## src/rtl/mem_req_ctrl.sv

```systemverilog
// mem_req_ctrl: issues one AGU load/store/cache-op on the dcache req/addr_ok/data_ok bus and stalls the pipeline until data_ok.
// Optional MEM_PERF_CNT_EN adds handshake and stall-cycle counters. Load result is registered and valid one cycle after data_ok.
module mem_req_ctrl #(
    parameter bit KSEG_XLATE = 1'b1
) (
    input  logic        clk,
    input  logic        rst,
    input  logic        flush,
    input  logic        ce_i,
    input  logic [31:0] v_addr_i,
    input  logic        wr_i,
    input  logic [1:0]  size_i,
    input  logic        sign_ext_i,
    input  logic        cache_op_i,
    input  logic [31:0] wdata_i,
    output logic        stall_o,
    output logic        ld_valid_o,
    output logic [31:0] ld_data_o,
    output logic        data_req_o,
    output logic        data_wr_o,
    output logic [1:0]  data_size_o,
    output logic [31:0] data_addr_o,
    output logic [3:0]  data_wstrb_o,
    output logic [31:0] data_wdata_o,
`ifdef MEM_PERF_CNT_EN
    output logic [31:0] perf_req_cnt_o,
    output logic [31:0] perf_stall_cnt_o,
`endif
    input  logic        data_addr_ok_i,
    input  logic        data_data_ok_i,
    input  logic [31:0] data_rdata_i
);
    localparam logic [1:0] S_IDLE = 2'd0;
    localparam logic [1:0] S_ADDR = 2'd1;
    localparam logic [1:0] S_DATA = 2'd2;

    logic [1:0]  state_q, state_d;
    logic        flushed_q, flushed_d;
    logic [31:0] addr_q, wdata_q;
    logic        wr_q, sign_q, cop_q;
    logic [1:0]  size_q;
    logic        ld_valid_q;
    logic [31:0] ld_data_q;
    logic        capture, done, ld_ok;
    logic [31:0] rshift, ld_ext;

    assign capture = (state_q == S_IDLE) && ce_i && !flush;
    assign done    = (state_q == S_DATA) && data_data_ok_i;
    // A flush arriving together with data_ok still kills the load result.
    assign ld_ok   = done && !flushed_q && !flush && !wr_q && !cop_q;

    always_comb begin
        state_d   = state_q;
        flushed_d = flushed_q;
        case (state_q)
            S_IDLE: if (capture) state_d = S_ADDR;
            S_ADDR: begin
                if (flush) flushed_d = 1'b1;
                if (data_addr_ok_i) state_d = S_DATA;
            end
            S_DATA: begin
                if (flush) flushed_d = 1'b1;
                if (data_data_ok_i) begin
                    state_d   = S_IDLE;
                    flushed_d = 1'b0;
                end
            end
            default: begin
                state_d   = S_IDLE;
                flushed_d = 1'b0;
            end
        endcase
    end

    // Once flushed, the pipeline is free; a new access only stalls until the drain ends.
    always_comb begin
        stall_o = ce_i && !flush;
        if (!flushed_q) begin
            if (state_q == S_ADDR)      stall_o = 1'b1;
            else if (state_q == S_DATA) stall_o = !data_data_ok_i;
        end
    end

    always_ff @(posedge clk or posedge rst) begin
        if (rst) begin
            state_q    <= S_IDLE;
            flushed_q  <= 1'b0;
            addr_q     <= 32'h0;
            wdata_q    <= 32'h0;
            wr_q       <= 1'b0;
            sign_q     <= 1'b0;
            cop_q      <= 1'b0;
            size_q     <= 2'b00;
            ld_valid_q <= 1'b0;
            ld_data_q  <= 32'h0;
        end else begin
            state_q    <= state_d;
            flushed_q  <= flushed_d;
            ld_valid_q <= ld_ok;
            if (ld_ok) ld_data_q <= ld_ext;
            if (capture) begin
                addr_q  <= v_addr_i;
                wdata_q <= wdata_i;
                wr_q    <= wr_i;
                sign_q  <= sign_ext_i;
                cop_q   <= cache_op_i;
                size_q  <= size_i;
            end
        end
    end

    assign rshift = data_rdata_i >> {addr_q[1:0], 3'b000};

    always_comb begin
        case (size_q)
            2'b00:   ld_ext = {{24{sign_q & rshift[7]}}, rshift[7:0]};
            2'b01:   ld_ext = {{16{sign_q & rshift[15]}}, rshift[15:0]};
            default: ld_ext = data_rdata_i;
        endcase
    end

    always_comb begin
        data_wstrb_o = 4'b0000;
        if (wr_q && !cop_q) begin
            case (size_q)
                2'b00:   data_wstrb_o = 4'b0001 << addr_q[1:0];
                2'b01:   data_wstrb_o = 4'b0011 << {addr_q[1], 1'b0};
                default: data_wstrb_o = 4'b1111;
            endcase
        end
    end

    always_comb begin
        case (size_q)
            2'b00:   data_wdata_o = {4{wdata_q[7:0]}};
            2'b01:   data_wdata_o = {2{wdata_q[15:0]}};
            default: data_wdata_o = wdata_q;
        endcase
    end

    assign data_addr_o = (KSEG_XLATE && (addr_q[31:30] == 2'b10)) ? (addr_q & 32'h1FFF_FFFF) : addr_q;
    assign data_req_o  = (state_q == S_ADDR);
    assign data_wr_o   = wr_q | cop_q;
    assign data_size_o = size_q;
    assign ld_valid_o  = ld_valid_q;
    assign ld_data_o   = ld_data_q;

`ifdef MEM_PERF_CNT_EN
    logic [31:0] perf_req_q, perf_stall_q;

    always_ff @(posedge clk or posedge rst) begin
        if (rst) begin
            perf_req_q   <= 32'h0;
            perf_stall_q <= 32'h0;
        end else begin
            if ((state_q == S_ADDR) && data_addr_ok_i) perf_req_q <= perf_req_q + 32'd1;
            if (stall_o) perf_stall_q <= perf_stall_q + 32'd1;
        end
    end

    assign perf_req_cnt_o   = perf_req_q;
    assign perf_stall_cnt_o = perf_stall_q;
`endif
endmodule
```

## config.mk

```make
export PLATFORM = sky130hd
export DESIGN_NAME = mem_req_ctrl
export DESIGN_NICKNAME = d
export VERILOG_FILES = /design/src/rtl/mem_req_ctrl.sv
export SDC_FILE = /design/constraint.sdc
export NUM_CORES = 1
export LEC_CHECK = 0
export CAP_MARGIN = 20
export CORE_MARGIN = 10
export CORE_UTILIZATION = 47
export DETAILED_ROUTE_END_ITERATION = 8
export PLACE_DENSITY = 0.86
export SETUP_SLACK_MARGIN = 0.2
export SYNTH_ARGS = -nofsm -noshare
export SYNTH_HDL_FRONTEND = slang
export SYNTH_SLANG_ARGS = --single-unit
```

## constraint.sdc

```tcl
create_clock -name clk -period 6.55 [get_ports clk]
set_clock_uncertainty 0.1 [all_clocks]
set_input_delay 1.6375 -clock clk [delete_from_list [all_inputs] [get_ports clk]]
set_output_delay 1.6375 -clock clk [all_outputs]
set_load 0.02 [all_outputs]
```

==> flow_summary.toml, run 1 <==
[hold_path]
whs_path_depth = 1
hold_class = "flop to flop"

[clock_tree]
clkSinkCount = 105
insertion_delay_ns = 0.34
cts_tree = "yes"
root_buffer = "clkbuf_16"
cts.clk_slew.worst_paths_ns = 0.06
postCtsHoldBufs = 0
cts_resized = 0
cts_max_level = 3
cts_buffer_depth = 2
postCtsSetupRepairBufs = 0
numCtsBuffers = 9

[setup_path]
r2r_cells = 8
path_cells = "clkdlybuf4s50_1 -> nor2b_1 -> nor2_1 -> o22ai_1 -> clkdlybuf4s50_1"
cp_num_buf_inv = 2
crit_type = "input pin to output port"
cpMaxStageDelayCell = "clkdlybuf4s50_1"
cp.arrival_ns = 3.12
crit_path_end_kind = "output port"
cp.depth = 5
critPathMaxFanout = 3
worstPathRequired_ns = 4.81
startpoint_type = "input pin"
slowest_delay_ns = 0.63
crit_path_frequent_cell = "clkdlybuf4s50_1"
crit_family = "buffers and inverters"

[drt]
vias_per_cell = 5.46
wl_per_cell_um = 21.2
first_iter_violations = 470
met3WireLength_mm = 1.86
vias = 4201
wl_met1_mm = 6.27
route.met2.wl_mm = 7.76
wl_mm = 16.3
dr.pass1.iters = 4
top_layer = "met4"
post-route-drc-count = 0
ant_nets = 0

[place]
place_inst = 753
dpl.hpwl_mm = 12.4
gp_congestion = 0.823
portBuffers = 212

[timing]
max-slew-margin-rel_pct = 39.5
max_freq_ghz = 0.206
period_share_pct = 74.1
setup_violations = 0
drv_slew = 0
grt_setup_unrepaired = "no"
hold_viol = 0
worstMarginPinSlew_ns = 0.907
post-route-min-period_ns = 4.85
holdWs_ns = 0.393
fin_tns_setup_ns = 0

[final_layout]
syn_to_final_growth_pct = 41.3
finalNonFillerCells = 770
num-nets-final = 733
antenna_cells = 0
final_layout_size_suffix_gt1_share_pct = 20.1
fillers = 848

[synth]
syn-cell-area_mm2 = 0.00538
synth.net_count = 572
synth.area.top_cells = "dfrtp_1, mux2_2, buf_4"
yosysWarnings = 0
yosys.area.top_type = "dfrtp_1"
synth_top_area_share_pct = 48.9
synth.avg_cell_area_um2 = 11.7
synth_cell_type_count = 42
synthCells = 461
yosysSeqAreaShare_pct = 48.9
ys_seq_elements = 105

[power_and_ir_drop]
p_leak_nw = 3.24
power_density_mw_per_mm2 = 532
swShare_pct = 40.1
p_int_mw = 2.42
clockPowerShare_pct = 13.1
peakVddDrop_mv = 0.451
p_total_mw = 4.04
comb_power_share_pct = 55.9
netSwitchingPower_mw = 1.62
seqPwrFrac_pct = 31.0

[die]
die_y_um = 127
fp-row-count = 39
die-area_mm2 = 0.0161
initial_utilization_pct = 47.5
die_w_um = 127
ios = 213
core_mm2 = 0.0113

[grt]
grtUsageTotal_pct = 19.6
grt_pass1_wl_mm = 25.2
overflow = 0
grt_max_degree = 55
grt_pass1_vias = 4626
grt_antenna_before_repair = 0

[flow_run]
drv_cap = 0

[status]
outcome = "completed"
==> final timing paths <==
path | from | to | slack (ns)
min | ld_data_o[5] | ld_data_o[5] | 0.39
max | data_data_ok_i | stall_o | 1.70
max in group asynchronous | rst | ld_data_o[20] | 3.56
max reg2reg | state_q[0] | ld_data_o[16] | 3.85
min reg2reg | ld_data_o[5] | ld_data_o[5] | 0.39
min in group asynchronous | rst | addr_q[14] | 1.64
==> sequential cells by signal, indices dropped and copies added (netlist names), 2 cells and up <==
| register | flops |
|---|---|
| wdata_q | 32 |
| data_size_o | 2 |
| addr_q | 32 |
| state_q | 2 |
| ld_data_o | 32 |
==> cell usage after synthesis (all sizes together) <==
library cell / count
a22o: 2
nand3: 33
o21a: 5
a221oi: 1
nand2b: 5
ha: 4
nor2: 6
dfrtp: 105
o21ai: 20
o21bai: 2
buf: 56
and2: 1
a21boi: 2
clkbuf: 12
or2: 1
nand4b: 1
o22a: 7
o31ai: 1
o2111ai: 1
mux4: 1
mux2i: 17
nand3b: 2
o32a: 1
nor2b: 5
a22oi: 12
and4bb: 1
o211ai: 7
a21oi: 8
inv: 9
nand2: 40
o22ai: 1
mux2: 91
nor3b: 1
==> cell families after synthesis <==
kind of cell / share of synthesized area (%)
AO/OA/AOI/OAI: 9.07
adder cells (fa/ha/maj): 0.931
flip-flops: 48.9
multiplexers: 22.6
buffers and inverters: 8.65
AND/OR/NAND/NOR: 9.84
==> cell type report <==
cell class | count | area (um2) | share of cell area, %
Multi-Input combinational cell | 279 | 2280 | 30.1
Timing Repair Buffer | 218 | 2180 | 28.7
Tap cell | 143 | 179 | 2.35
Clock buffer | 11 | 233 | 3.06
Sequential cell | 105 | 2630 | 34.6
Inverter | 9 | 36.3 | 0.478
Clock inverter | 5 | 57.6 | 0.757
==> cell usage in the layout, fill, tap and decap left out, types with 4 or more instances in the layout <==
| cell | count |
|---|---|
| a21oi_1 | 8 |
| a22oi_1 | 12 |
| buf_4 | 5 |
| clkbuf_16 | 9 |
| clkdlybuf4s50_1 | 212 |
| dfrtp_1 | 104 |
| ha_1 | 4 |
| inv_1 | 7 |
| mux2_1 | 5 |
| mux2_2 | 86 |
| mux2i_1 | 17 |
| nand2_1 | 39 |
| nand2b_1 | 4 |
| nand3_1 | 22 |
| nand3_2 | 11 |
| nor2_1 | 5 |
| nor2b_1 | 5 |
| o211ai_1 | 7 |
| o21a_1 | 5 |
| o21ai_0 | 20 |
| o22a_1 | 7 |
==> layer usage <==
layer	up-vias	global-route usage, %
li1	1908	-
met3	25	8.91
met2	211	31.8
met4	0	7.84
met5	-	0
met1	2057	22.0
==> power by group through the flow <==
stage / Combinational, mW / Clock [mW] / Sequential [mW]
final: 2.26 / 0.531 / 1.25
after CTS: 2.29 / 0.542 / 1.25
after detailed placement: 2.27 / 0 / 1.26
after floorplan: 1.37 / 0 / 1.25
after global routing: 2.41 / 0.566 / 1.30
after global placement: 2.23 / 0 / 1.24
==> per-stage QoR <==
| stage | util [%] | setup WS, ns | cell area, um2 |
|---|---|---|---|
| floorplan | - | 2.05 | 5380 |
| global placement | 64.4 | 1.75 | 7290 |
| detailed placement | 64.4 | 1.71 | 7290 |
| CTS | 66.9 | 1.70 | 7580 |
| global route | 67.1 | 1.57 | 7600 |
| finish | 67.1 | 1.70 | 7600 |
Power figures use the tool's default switching activity.
==> inputs of run 2 (changes only) <==
Settings changed: CORE_UTILIZATION 47 to 40, PLACE_DENSITY 0.86 to 0.78.
Clock period 6.55 ns to 4.15 ns, I/O delays scaled along.
==> run 2 against run 1 <==
  * Die area grew 15%
  * Final cell count up 4.7%
  * Sequential share of layout area shrank 0.38 points
  * Routed wire length down 1.8%
  * First-iteration DRC count shrank 49%
  * Clock power grew 65%
  * Worst hold slack better by 0.0016 ns
  * Via count fell by 1.9%
  * Total power rose by 58%
  * Final area rose by 1.1%
  * Critical path type unchanged
  * Critical endpoint unchanged
  * Largest cell class unchanged
  * Highest routed layer unchanged
==> flow_summary.toml, run 2 (synthesis gave the netlist of run 1 again) <==
[timing]
holdWs_ns = 0.395
drv_slew = 0
fin_tns_setup_ns = 0
max-slew-margin-rel_pct = 48.8
setup_violations = 0
worstMarginPinSlew_ns = 0.768
post-route-min-period_ns = 3.66
period_share_pct = 88.3
hold_viol = 0
max_freq_ghz = 0.273
grt_setup_unrepaired = "no"

[setup_path]
cp.depth = 5
critPathMaxFanout = 3
cp_num_buf_inv = 2
path_cells = "clkdlybuf4s50_1 -> nor2b_1 -> nor2_1 -> o22ai_1 -> clkdlybuf4s50_1"
cp.arrival_ns = 2.53
crit_path_frequent_cell = "clkdlybuf4s50_1"
crit_family = "buffers and inverters"
crit_type = "input pin to output port"
startpoint_type = "input pin"
crit_path_end_kind = "output port"
cpMaxStageDelayCell = "clkdlybuf4s50_1"
worstPathRequired_ns = 3.01
r2r_cells = 9
slowest_delay_ns = 0.64

[die]
die_w_um = 136
ios = 213
die_y_um = 136
initial_utilization_pct = 40.8
die-area_mm2 = 0.0185
fp-row-count = 42
core_mm2 = 0.0132

[final_layout]
postLayoutCellArea_mm2 = 0.00768
final_layout_size_suffix_gt1_share_pct = 20.7
syn_to_final_growth_pct = 42.9
fillers = 1050
finalNonFillerCells = 806
final_core_util_pct = 58.3
layout_commonest_cell = "clkdlybuf4s50_1"
num-nets-final = 735
final_cell_mix = "clkdlybuf4s50_1, dfrtp_1, mux2_2"

[place]
post_dp_cell_area_mm2 = 0.00738
dpl.hpwl_mm = 12.1
gp_congestion = 0.890
portBuffers = 212
place_inst = 789

[power_and_ir_drop]
swShare_pct = 39.9
clockPowerShare_pct = 13.6
netSwitchingPower_mw = 2.56
power_density_mw_per_mm2 = 834
seqPwrFrac_pct = 29.1
peakVddDrop_mv = 0.490
p_int_mw = 3.85
comb_power_share_pct = 57.3
p_leak_nw = 3.26

[clock_tree]
numCtsBuffers = 9
cts_buffer_depth = 2
cts_tree = "yes"
cts.clk_slew.worst_paths_ns = 0.07
cts_resized = 0
cts_max_level = 3
insertion_delay_ns = 0.35
postCtsHoldBufs = 0
postCtsSetupRepairBufs = 0
root_buffer = "clkbuf_16"
clkSinkCount = 105

[grt]
grtUsageTotal_pct = 17.1
grt_pass1_wl_mm = 24.5
grt_max_degree = 70
grt_pass1_vias = 4393
top_usage_layer = "met2"
grtUsageMet3_pct = 8.45
grt_antenna_before_repair = 1
overflow = 0
met1_usage_pct = 19.6
use_met2_pct = 27.2

[drt]
first_iter_violations = 239
wl_per_cell_um = 19.9
vias = 4120
ant_nets = 0
wl_mm = 16.0
dr.pass1.iters = 4
vias_per_cell = 5.11
post-route-drc-count = 0

[hold_path]
whs_path_depth = 1
hold_class = "flop to flop"

[status]
outcome = "completed"

[flow_run]
drv_cap = 0
run 2: worst reg2reg max path: cells and delay by family (launching register included):
kind / cells / cell delay, ns
AND/OR/NAND/NOR: 2 / 0.33
flip-flops: 1 / 0.39
adder cells (fa/ha/maj): 1 / 0.19
AO/OA/AOI/OAI: 2 / 0.30
buffers and inverters: 4 / 0.98
run 2: final timing paths:
| path | slack, ns | startpoint | to |
|---|---|---|---|
| max in group asynchronous | 2.12 | rst | wdata_q[16] |
| max reg2reg | 1.77 | state_q[0] | ld_data_o[5] |
| min reg2reg | 0.39 | ld_data_o[2] | ld_data_o[2] |
| min in group asynchronous | 1.08 | rst | wdata_q[3] |
| min | 0.39 | ld_data_o[2] | ld_data_o[2] |
| max | 0.49 | data_data_ok_i | stall_o |
run 2: power groups by stage:
| stage | logic, mW | registers (mW) | clock network, mW |
|---|---|---|---|
| 5_1_grt | 3.94 | 1.93 | 0.933 |
| 2_1_floorplan | 2.17 | 1.98 | 0 |
| 4_1_cts | 3.73 | 1.87 | 0.902 |
| 6_report | 3.67 | 1.86 | 0.874 |
| 3_3_place_gp | 3.65 | 1.85 | 0 |
| 3_5_place_dp | 3.71 | 1.88 | 0 |
run 2: area by class of cell:
type / instances / area, um2 / share of cell area (%)
antenna: 1 / 2.50 / 0.0326
timing repair buffer: 220 / 2210 / 28.7
tap: 176 / 220 / 2.87
clock inverter: 6 / 65.1 / 0.847
inverter: 9 / 36.3 / 0.472
clock buffer: 10 / 239 / 3.11
sequential: 105 / 2630 / 34.2
multi-input combinational: 279 / 2280 / 29.7
run 2: per-layer routing:
layer | wire length (um) | up-vias
met5 | 0 | -
li1 | - | 1921
met2 | 7370 | 186
met4 | 246 | 0
met3 | 1950 | 15
met1 | 6440 | 1998
run 2: metrics by stage:
step,setup WS [ns],total power [mW]
floorplan,0.252,4.14
global placement,0.548,5.51
detailed placement,0.508,5.59
CTS,0.493,6.50
global route,0.401,6.80
finish,0.487,6.41
==> inputs of run 3 (changes only) <==
Clock period 4.15 ns to 3.2 ns, I/O delays scaled along.
==> run 3 against run 2 <==
  * Final area grew 1.6%
  * Routed wire length grew 2.3%
  * Register-to-register slack lost 0.67 ns
  * Critical path depth shrank 1
  * Via count grew 1.8%
  * Worst hold slack lost 0.011 ns
  * Worst setup slack lost 0.20 ns
  * Critical endpoint is now data_wstrb_o[3]
==> flow_summary.toml, run 3 (synthesis gave the netlist of run 1 again) <==
[power_and_ir_drop]
power_density_mw_per_mm2 = 1100
p_leak_nw = 3.34
p_total_mw = 8.55
peakVddDrop_mv = 0.602

[die]
fp-row-count = 42
initial_utilization_pct = 40.8
die-area_mm2 = 0.0185
core_mm2 = 0.0132
die_y_um = 136
die_w_um = 136
ios = 213

[setup_path]
critPathMaxFanout = 29
startpoint_type = "flop"
cp.arrival_ns = 2.02
worstPathRequired_ns = 2.30
crit_path_end_kind = "output port"
crit_type = "flop to output port"

[final_layout]
finalNonFillerCells = 810
final_cell_mix = "clkdlybuf4s50_1, dfrtp_1, mux2_2"
fillers = 1080
syn_to_final_growth_pct = 45.2
layout_commonest_cell = "clkdlybuf4s50_1"
final_layout_size_suffix_gt1_share_pct = 21.3
antenna_cells = 0
num-nets-final = 740

[timing]
grt_setup_unrepaired = "no"
holdWs_ns = 0.384
post-route-min-period_ns = 2.92
setup_violations = 0
worstMarginPinSlew_ns = 0.669
max_freq_ghz = 0.343
fin_ws_ns = 0.283
max-slew-margin-rel_pct = 55.3
drv_slew = 0
hold_viol = 0
fin_tns_setup_ns = 0
period_share_pct = 91.2

[grt]
grtUsageMet3_pct = 7.93
met1_usage_pct = 20.2
top_usage_layer = "met2"
grt_pass1_wl_mm = 25.5
grtUsageTotal_pct = 17.5
overflow = 0
use_met2_pct = 28.5
grt_antenna_before_repair = 0
grt_max_degree = 65
grt_pass1_vias = 4633

[drt]
vias_per_cell = 5.18
wl_per_cell_um = 20.2
ant_nets = 0
dr.pass1.iters = 4
first_iter_violations = 180
vias = 4193
post-route-drc-count = 0
wl_mm = 16.4

[clock_tree]
root_buffer = "clkbuf_16"
numCtsBuffers = 9
clkSinkCount = 105
cts_tree = "yes"
cts_buffer_depth = 2
insertion_delay_ns = 0.35
cts.clk_slew.worst_paths_ns = 0.07
cts_max_level = 3

[flow_run]
drv_cap = 0

[place]
place_inst = 793
post-place-ws_ns = 0.0425
gp_congestion = 0.864
dpl.hpwl_mm = 12.5
portBuffers = 212

[status]
outcome = "completed"

[hold_path]
hold_class = "flop to flop"
## run 3: through the flow
stage | utilization [%] | area (um2)
after floorplan | - | 5380
after global placement | 56.3 | 7420
after detailed placement | 56.3 | 7420
after CTS | 59.0 | 7780
after global routing | 59.2 | 7810
final | 59.2 | 7810
## run 3: layout make-up
cell class              count  area, um2  share of cell area (%)
repair buffers            225       2280                    29.3
inverters                   9       37.5                   0.481
flip-flops and latches    105       2630                    33.7
well taps                 176        220                    2.82
clock inverters             7        124                    1.59
clock buffers               9        225                    2.88
multi-input cells         279       2290                    29.3
## run 3: metal layers
layer / share of wire (%) / up-vias / wire length (um)
met5: 0 / - / 0
met4: 1.0 / 0 / 168
met2: 48 / 204 / 7880
met3: 12 / 11 / 2030
met1: 38 / 2060 / 6300
li1: - / 1918 / -
## run 3: path summary, 6_finish.rpt
check	startpoint	endpoint	slack, ns	depth (start not counted)
setup reg to reg	addr_q[1]	ld_data_o[27]	1.10	5
hold / removal	ld_data_o[16]	ld_data_o[16]	0.38	2
hold reg to reg	ld_data_o[16]	ld_data_o[16]	0.38	2
setup / recovery	data_size_o[1]	data_wstrb_o[3]	0.28	4
min in group asynchronous	rst	addr_q[13]	0.80	2
max in group asynchronous	rst	data_size_o[1]	1.51	3
## run 3: critical path: stages, from the launching register on
cell and delay (ns):
dfrtp_2 0.40, buf_8 0.22, inv_1 0.19, a21oi_1 0.21
clkdlybuf4s50_1 0.64
## run 3: power breakdown
group | switching, mW | internal (mW) | total (mW)
combinational | 2.41 | 2.43 | 4.85
clock | 0.509 | 0.772 | 1.28
sequential | 0.442 | 1.99 | 2.43
total | 3.36 | 5.19 | 8.55
## run 3: timing repair
item / 4_1_cts / 5_1_grt
resized for setup: 4 / 3
pin swaps: 0 / 1
setup buffers: 0 / 1
endpoints found under the setup margin: 12 / 6
hold buffers: 0 / 0
